$ cat src/rtl/cache_mem_arbiter.sv
//------------------------------------------------------------------------------
// cache_mem_arbiter: shares one pmem port between I-cache and D-cache bursts.
// Revision: 1.0
//------------------------------------------------------------------------------
`default_nettype none

module cache_mem_arbiter #(
    parameter int LINE_WIDTH = 256,
    parameter int ADDR_WIDTH = 32
) (
    input  logic                  clk,
    input  logic                  rst,
    input  logic                  i_pmem_read,
    input  logic [ADDR_WIDTH-1:0] i_pmem_address,
    output logic [LINE_WIDTH-1:0] i_pmem_rdata,
    output logic                  i_pmem_resp,
    input  logic                  d_pmem_read,
    input  logic                  d_pmem_write,
    input  logic [ADDR_WIDTH-1:0] d_pmem_address,
    input  logic [LINE_WIDTH-1:0] d_pmem_wdata,
    output logic [LINE_WIDTH-1:0] d_pmem_rdata,
    output logic                  d_pmem_resp,
    output logic                  pmem_read,
    output logic                  pmem_write,
    output logic [ADDR_WIDTH-1:0] pmem_address,
    output logic [LINE_WIDTH-1:0] pmem_wdata,
    input  logic [LINE_WIDTH-1:0] pmem_rdata,
    input  logic                  pmem_resp,
    output logic [15:0]           grant_d_cnt,
    output logic [15:0]           grant_i_cnt
);

    typedef enum logic [1:0] {
        IDLE    = 2'd0,
        SERVE_I = 2'd1,
        SERVE_D = 2'd2
    } state_t;

    state_t                r_state;
    state_t                w_state_next;
    logic                  r_last_d;
    logic                  r_op_write;
    logic [ADDR_WIDTH-1:0] r_addr;
    logic [LINE_WIDTH-1:0] r_wdata;
    logic [15:0]           r_grant_d_cnt;
    logic [15:0]           r_grant_i_cnt;
    logic                  w_d_req;
    logic                  w_grant_d;
    logic                  w_grant_i;

    always_comb begin
        w_d_req      = d_pmem_read | d_pmem_write;
        w_grant_d    = 1'b0;
        w_grant_i    = 1'b0;
        w_state_next = r_state;
        pmem_read    = 1'b0;
        pmem_write   = 1'b0;
        i_pmem_resp  = 1'b0;
        d_pmem_resp  = 1'b0;
        case (r_state)
            IDLE: begin
                // D wins unless both are pending and D had the previous grant
                if (w_d_req && (!i_pmem_read || !r_last_d)) begin
                    w_grant_d    = 1'b1;
                    w_state_next = SERVE_D;
                end else if (i_pmem_read) begin
                    w_grant_i    = 1'b1;
                    w_state_next = SERVE_I;
                end
            end
            SERVE_I: begin
                pmem_read   = 1'b1;
                i_pmem_resp = pmem_resp;
                if (pmem_resp) w_state_next = IDLE;
            end
            SERVE_D: begin
                pmem_read   = ~r_op_write;
                pmem_write  = r_op_write;
                d_pmem_resp = pmem_resp;
                if (pmem_resp) w_state_next = IDLE;
            end
            default: w_state_next = IDLE;
        endcase
    end

    always_ff @(posedge clk) begin
        if (!rst) begin
            r_state       <= IDLE;
            r_last_d      <= 1'b0;
            r_op_write    <= 1'b0;
            r_addr        <= '0;
            r_wdata       <= '0;
            r_grant_d_cnt <= '0;
            r_grant_i_cnt <= '0;
        end else begin
            r_state <= w_state_next;
            if (w_grant_d) begin
                r_addr     <= d_pmem_address;
                r_wdata    <= d_pmem_wdata;
                r_op_write <= d_pmem_write;
                r_last_d   <= 1'b1;
                if (r_grant_d_cnt != 16'hFFFF) r_grant_d_cnt <= r_grant_d_cnt + 16'd1;
            end
            if (w_grant_i) begin
                r_addr     <= i_pmem_address;
                r_op_write <= 1'b0;
                r_last_d   <= 1'b0;
                if (r_grant_i_cnt != 16'hFFFF) r_grant_i_cnt <= r_grant_i_cnt + 16'd1;
            end
        end
    end

    assign pmem_address = r_addr;
    assign pmem_wdata   = r_wdata;
    assign i_pmem_rdata = pmem_rdata;
    assign d_pmem_rdata = pmem_rdata;
    assign grant_d_cnt  = r_grant_d_cnt;
    assign grant_i_cnt  = r_grant_i_cnt;

    // Simultaneous D read and write at grant is a caller protocol error
    a_no_rw_collision: assert property (@(posedge clk) disable iff (!rst)
        !(w_grant_d && d_pmem_read && d_pmem_write));

endmodule

`default_nettype wire

$ cat config.mk
export PLATFORM = sky130hd
export DESIGN_NAME = cache_mem_arbiter
export DESIGN_NICKNAME = d
export VERILOG_FILES = /design/src/rtl/cache_mem_arbiter.sv
export SDC_FILE = /design/constraint.sdc
export NUM_CORES = 1
export LEC_CHECK = 0
export ABC_AREA = 1
export BUFFER_PORTS_ARGS = -buffer_cell sky130_fd_sc_hd__buf_2
export CAP_MARGIN = 20
export CORE_AREA = 2 2 548 550
export CTS_CLUSTER_SIZE = 30
export DETAILED_ROUTE_END_ITERATION = 12
export DIE_AREA = 0 0 550 552
export PLACE_DENSITY = 0.3
export SLEW_MARGIN = 20
export SYNTH_ARGS = -nofsm -noshare
export SYNTH_HDL_FRONTEND = slang
export SYNTH_SLANG_ARGS = --single-unit
$ cat constraint.sdc
create_clock -name clk -period 1.7 [get_ports clk]
set_input_delay 0 -clock clk [delete_from_list [all_inputs] [get_ports clk]]
set_output_delay 0 -clock clk [all_outputs]
set_load 0.02 [all_outputs]
### Word-level counts from Yosys, hierarchy flattened

Cells that the tools add are included.

| word-level totals | value |
|---|---|
| latch bits | 0 |
| ROM bits | 0 |
| memories | 0 |
| bits in writable memories | 0 |
| register bits | 324 |
| output and inout bits | 836 |
| logic and storage cells | 44 |

| operators by class | value |
|---|---|
| mux-type cells | 15 |
| order comparisons | 0 |
| bitwise operators | 3 |
| shift operators | 0 |
| reduce and logical (&&, ||, !) cells | 11 |
| divide/modulo/power cells | 0 |
| add/subtract/negate cells | 2 |
| equality and inequality tests | 6 |
| $mul | 0 |

Operators with widths:

| kind | count |
|---|---|
| 2-to-1 mux 32 bit | 2 |
| adder 16 x 1 -> 16 bit, second input constant | 2 |
| inequality test 16 bit, second input constant | 2 |
| 2-to-1 mux 1 bit | 8 |
| 2-to-1 mux 2 bit | 3 |
| AND reduction 2 bit | 3 |
| one-hot mux 2 bit (2 select lines) | 1 |
| OR reduction 2 bit | 2 |
| inequality test 3 bit, second input constant | 1 |
| equality test 2 x 1 -> 1 bit, second input constant | 1 |
| equality test 2 bit, second input constant | 1 |
| zero test 1 bit | 2 |
| zero test 2 bit | 1 |
| inequality test 2 x 1 -> 1 bit, second input constant | 1 |
| inverter 1 bit | 2 |
| one-hot mux 1 bit (2 select lines) | 1 |
| nonzero test 2 bit | 1 |
| logical AND 1 bit | 1 |
| logical OR 1 bit | 1 |
| bitwise OR 1 bit | 1 |

### Longest topological paths before layout

| depth | value |
|---|---|
| word-level depth | 7 |
| depth in mapped cells | 10 |

### Worst setup path after synthesis

Ideal clock, no wire load.

| timing path | value |
|---|---|
| path type | reg2reg |
| start point | register r_grant_d_cnt[0], in the netlist grant_d_cnt[0] |
| end point | register r_grant_d_cnt[13], in the netlist grant_d_cnt[13] |
| path slack | 0.038 ns |
| period minus slack after synthesis | 1.662 ns |
| cell stages (with the launch flop) | 8 |
| required time | 1.585 ns |
| arrival time | 1.547 ns |
| cell sequence | dfxtp_1 -> ha_1 -> nand2_1 -> nor2_2 -> nand4_2 -> buf_4 -> a21oi_1 -> nor2_1 |

| on the way | value |
|---|---|
| cells in the longest elaborated chain, start to end | 2 |

RTL lines:

| element | line | source |
|---|---|---|
| start, declared | 45 | `logic [15:0] r_grant_d_cnt;` |
| start signal, assigned | 102 | `if (r_grant_d_cnt != 16'hFFFF) r_grant_d_cnt <= r_grant_d_cnt + 16'd1;` |
| branches (longest 2 deep; another with adder 16 x 1 -> 16 bit) | -- |  |

Several ways; the timed one is not identified.
A chain may end at the register's enable or synchronous reset.

### Worst setup path after layout

| timing path | value |
|---|---|
| start point | register r_state[1] |
| end point | register r_grant_d_cnt[5], in the netlist grant_d_cnt[5] |

| on the way | value |
|---|---|
| cells in the longest elaborated chain, start to end | 3 |

RTL lines:

| element | line | source |
|---|---|---|
| start, declared | 39 | `state_t r_state;` |
| start signal, assigned | 96 | `r_state <= w_state_next;` |
| zero test 2 bit | 60 | `case (r_state)` |
| 2-to-1 mux 1 bit | 60 |  |
| AND reduction 2 bit (no source line) | -- |  |

Every way passes these cells.

==> results.toml <==
[run_status]
status = "finished clean"

[synth]
synth_top_area_cell = "dfxtp_1"
muxShareOfSynthArea = 0
synth_area_um2 = 16100
synthArstFlopShare = 0
synthXorXnorAreaFrac = 0.00381
synth_fa_ha_area_frac = 0.00389
synthCells = 2159
yosys.area_share.simple = 0.204
synth.avg_cell_area_um2 = 7.45
yosysMostFrequentCell = "nand2_1"
synth.area.top_cells = "dfxtp_1 (40%), buf_4 (25%), nand2_1 (16%), a21oi_1 (9.7%), nor2_1 (2.4%)"
ys_types = 29
synth_top_family_by_area = "buffers and inverters"
ys_ff_latch = 324
synthFlopType = "dfxtp_1"
synth_compound_area_frac = 0.101
synth_edf_count = 0
ys_top_cells_by_count = "nand2_1 (704), buf_4 (541), dfxtp_1 (324)"
synth_top_cell_area_share = 0.403
yosysWarnings = 0
yosysSeqAreaShare = 0.403
synth_nets = 2746

[power_and_ir_drop]
p_leak_nw = 10.7
power_density_nw_per_um2 = 1120
vdd_ir_drop_max_mv = 0.723

[floorplanning]
die_area_um2 = 304000
die_y_um = 552
start_util = 0.0539
coreArea_um2 = 298000
ios = 1418
num_rows = 201
die_w_um = 550

[sta]
rsz0062_at_grt = "yes"
finalSetupTns_ps = 0
fmax_mhz = 598
final.period_utilization = 0.983
holdWs_ps = 0.0115
clock_skew_ps = 24.6
finalHoldViolCount = 0
slew_headroom = 0.728
worst_pin_slew_ps = 411
period_needed_ps = 1670
drv_slew = 0
finalSetupViolations = 0

[global_route]
grt_max_degree = 64
track_usage = 0.107
gr-total-overflow = 0
grt_pass1_vias = 16500
grt_pass1_wl_mm = 205
grt_antenna_before_repair = 35

[detailed_routing]
vias = 16600
drt_iter0_markers = 893
vias_per_cell = 2.47
drt_first_pass_iters = 5
wl_per_cell_um = 25.3
antenna_left = 0
route.detailed.drc = 0
routed_wl_mm = 169

[finish]
register_area_um2 = 6490
fill_cells = 35100
final_core_util = 0.0892
design_area_um2 = 26600
synthToLayoutAreaGrowth_pct = 65.5
drive_above_1_share = 0.323
multiInputGateArea_um2 = 5210
fin_nets = 3287

[clock_network]
cts_root_buf = "clkbuf_16"
clk_latency_ps = 710
htree_levels = 2
numCtsBuffers = 50
cts_buffer_depth = 3
tritoncts = "yes"
clock_sinks = 324
cts.clk_slew.worst_paths_ps = 60

[run]
cap_violations = 0

[setup_path]
critPathLaunchType = "flip-flop"
worstSetupPathType = "flip-flop to flip-flop"
critical_path_required_ps = 2300
critPathArrivalTime_ps = 2270
critPathCaptureType = "flip-flop"
cp_max_fo = 10

[placed_design]
place_area_um2 = 20900
hpwl_mm = 146
port_buffers = 649
gp_congestion = 0.910

[hold_path]
hp-class = "input port to output port"
## stage by stage
| stage | total power (W) | instances | setup WS (ps) |
|---|---|---|---|
| after floorplan | 0.0147 | 2159 | 37.9 |
| after global placement | 0.0177 | 6238 | -201 |
| after detailed placement | 0.0177 | 6238 | -185 |
| after CTS | 0.0303 | 6689 | -84.0 |
| after global routing | 0.0317 | 6700 | -64.7 |
| final | 0.0298 | 6703 | 28.2 |
## timing repair
action | 4_1_cts | 5_1_grt
endpoints found under the hold margin | 324 | 0
resized for setup | 28 | 45
pin swaps | 1 | 8
hold buffers | 353 | 0
cloned | 2 | 4
endpoints found under the setup margin | 64 | 287
buffers inserted | 3 | 7
## worst paths after layout
check	start	cells past startpoint	slack (ps)	endpoint
worst max register to register	r_state[1]$_SDFFE_PN0P_	10	30	grant_d_cnt[5]$_SDFFE_PN0P_
worst max-delay path	r_state[1]$_SDFFE_PN0P_	10	30	grant_d_cnt[5]$_SDFFE_PN0P_
worst min-delay path	pmem_rdata[249]	0	0.01	i_pmem_rdata[249]
worst min register to register	pmem_wdata[92]$_SDFFE_PN0P_	2	460	pmem_wdata[92]$_SDFFE_PN0P_
## kinds of logic after synthesis
family / count (synthesis)
and+or+nand+nor: 851
DFF: 324
AOI/OAI and AO/OA: 322
buffers and inverters: 650
adders and majority gates: 5
xor gates and xnor gates: 7
## area by class of cell
class	count	share of cell area
diodes	4	0.000376
clock buffers	68	0.0526
clock inverters	25	0.0111
inverters	34	0.00625
multi-input cells	1186	0.196
flip-flops and latches	324	0.244
well taps	3958	0.186
repair buffers	1104	0.304
## cells in the final DEF (no fill, tap or decap), types with 9 or more instances in the layout
cell type | synthesis | layout
buf_12 | 0 | 21
dlygate4sd3_1 | 0 | 353
nand2_1 | 704 | 701
clkinv_2 | 0 | 9
nor2_2 | 4 | 9
nand3_1 | 28 | 25
clkbuf_1 | 27 | 10
buf_2 | 38 | 646
clkbuf_16 | 0 | 53
buf_4 | 541 | 64
dfxtp_1 | 324 | 321
a21oi_1 | 313 | 299
nor2_1 | 104 | 97
a21oi_2 | 0 | 13
inv_1 | 31 | 26
## registers in the layout (all words and copies together), names as in the netlist
name / flops
grant_d_cnt: 16
grant_i_cnt: 16
pmem_address: 32
pmem_wdata: 256
r_last_d: 1
r_op_write: 1
r_state: 2
## power by group
| group | internal (W) | leakage [nW] | total, W | switching [W] |
|---|---|---|---|---|
| Combinational | 0.00319 | 7.20 | 0.00955 | 0.00635 |
| Clock | 0.00641 | 0.827 | 0.0112 | 0.00477 |
| Sequential | 0.00855 | 2.67 | 0.00912 | 0.000576 |
## routing by layer
layer  wire [µm]  global-route usage  up-vias
met1       52400              0.0941     7536
met5         497              0.0112        -
met4        8880              0.0514       10
met3       40700               0.117      384
li1            -                   -     7376
met2       66900               0.150     1279
## critical path, cell delays in order, from the launching register on
cell     delay (ps)
dfxtp_2         320
inv_2            80
ha_4            150
nand3_4         160
buf_12          210
buf_8           160
nor2_4          140
buf_6           140
inv_2            50
nand2_1          50
a21oi_1          60
(Power assumes the default switching activity.)
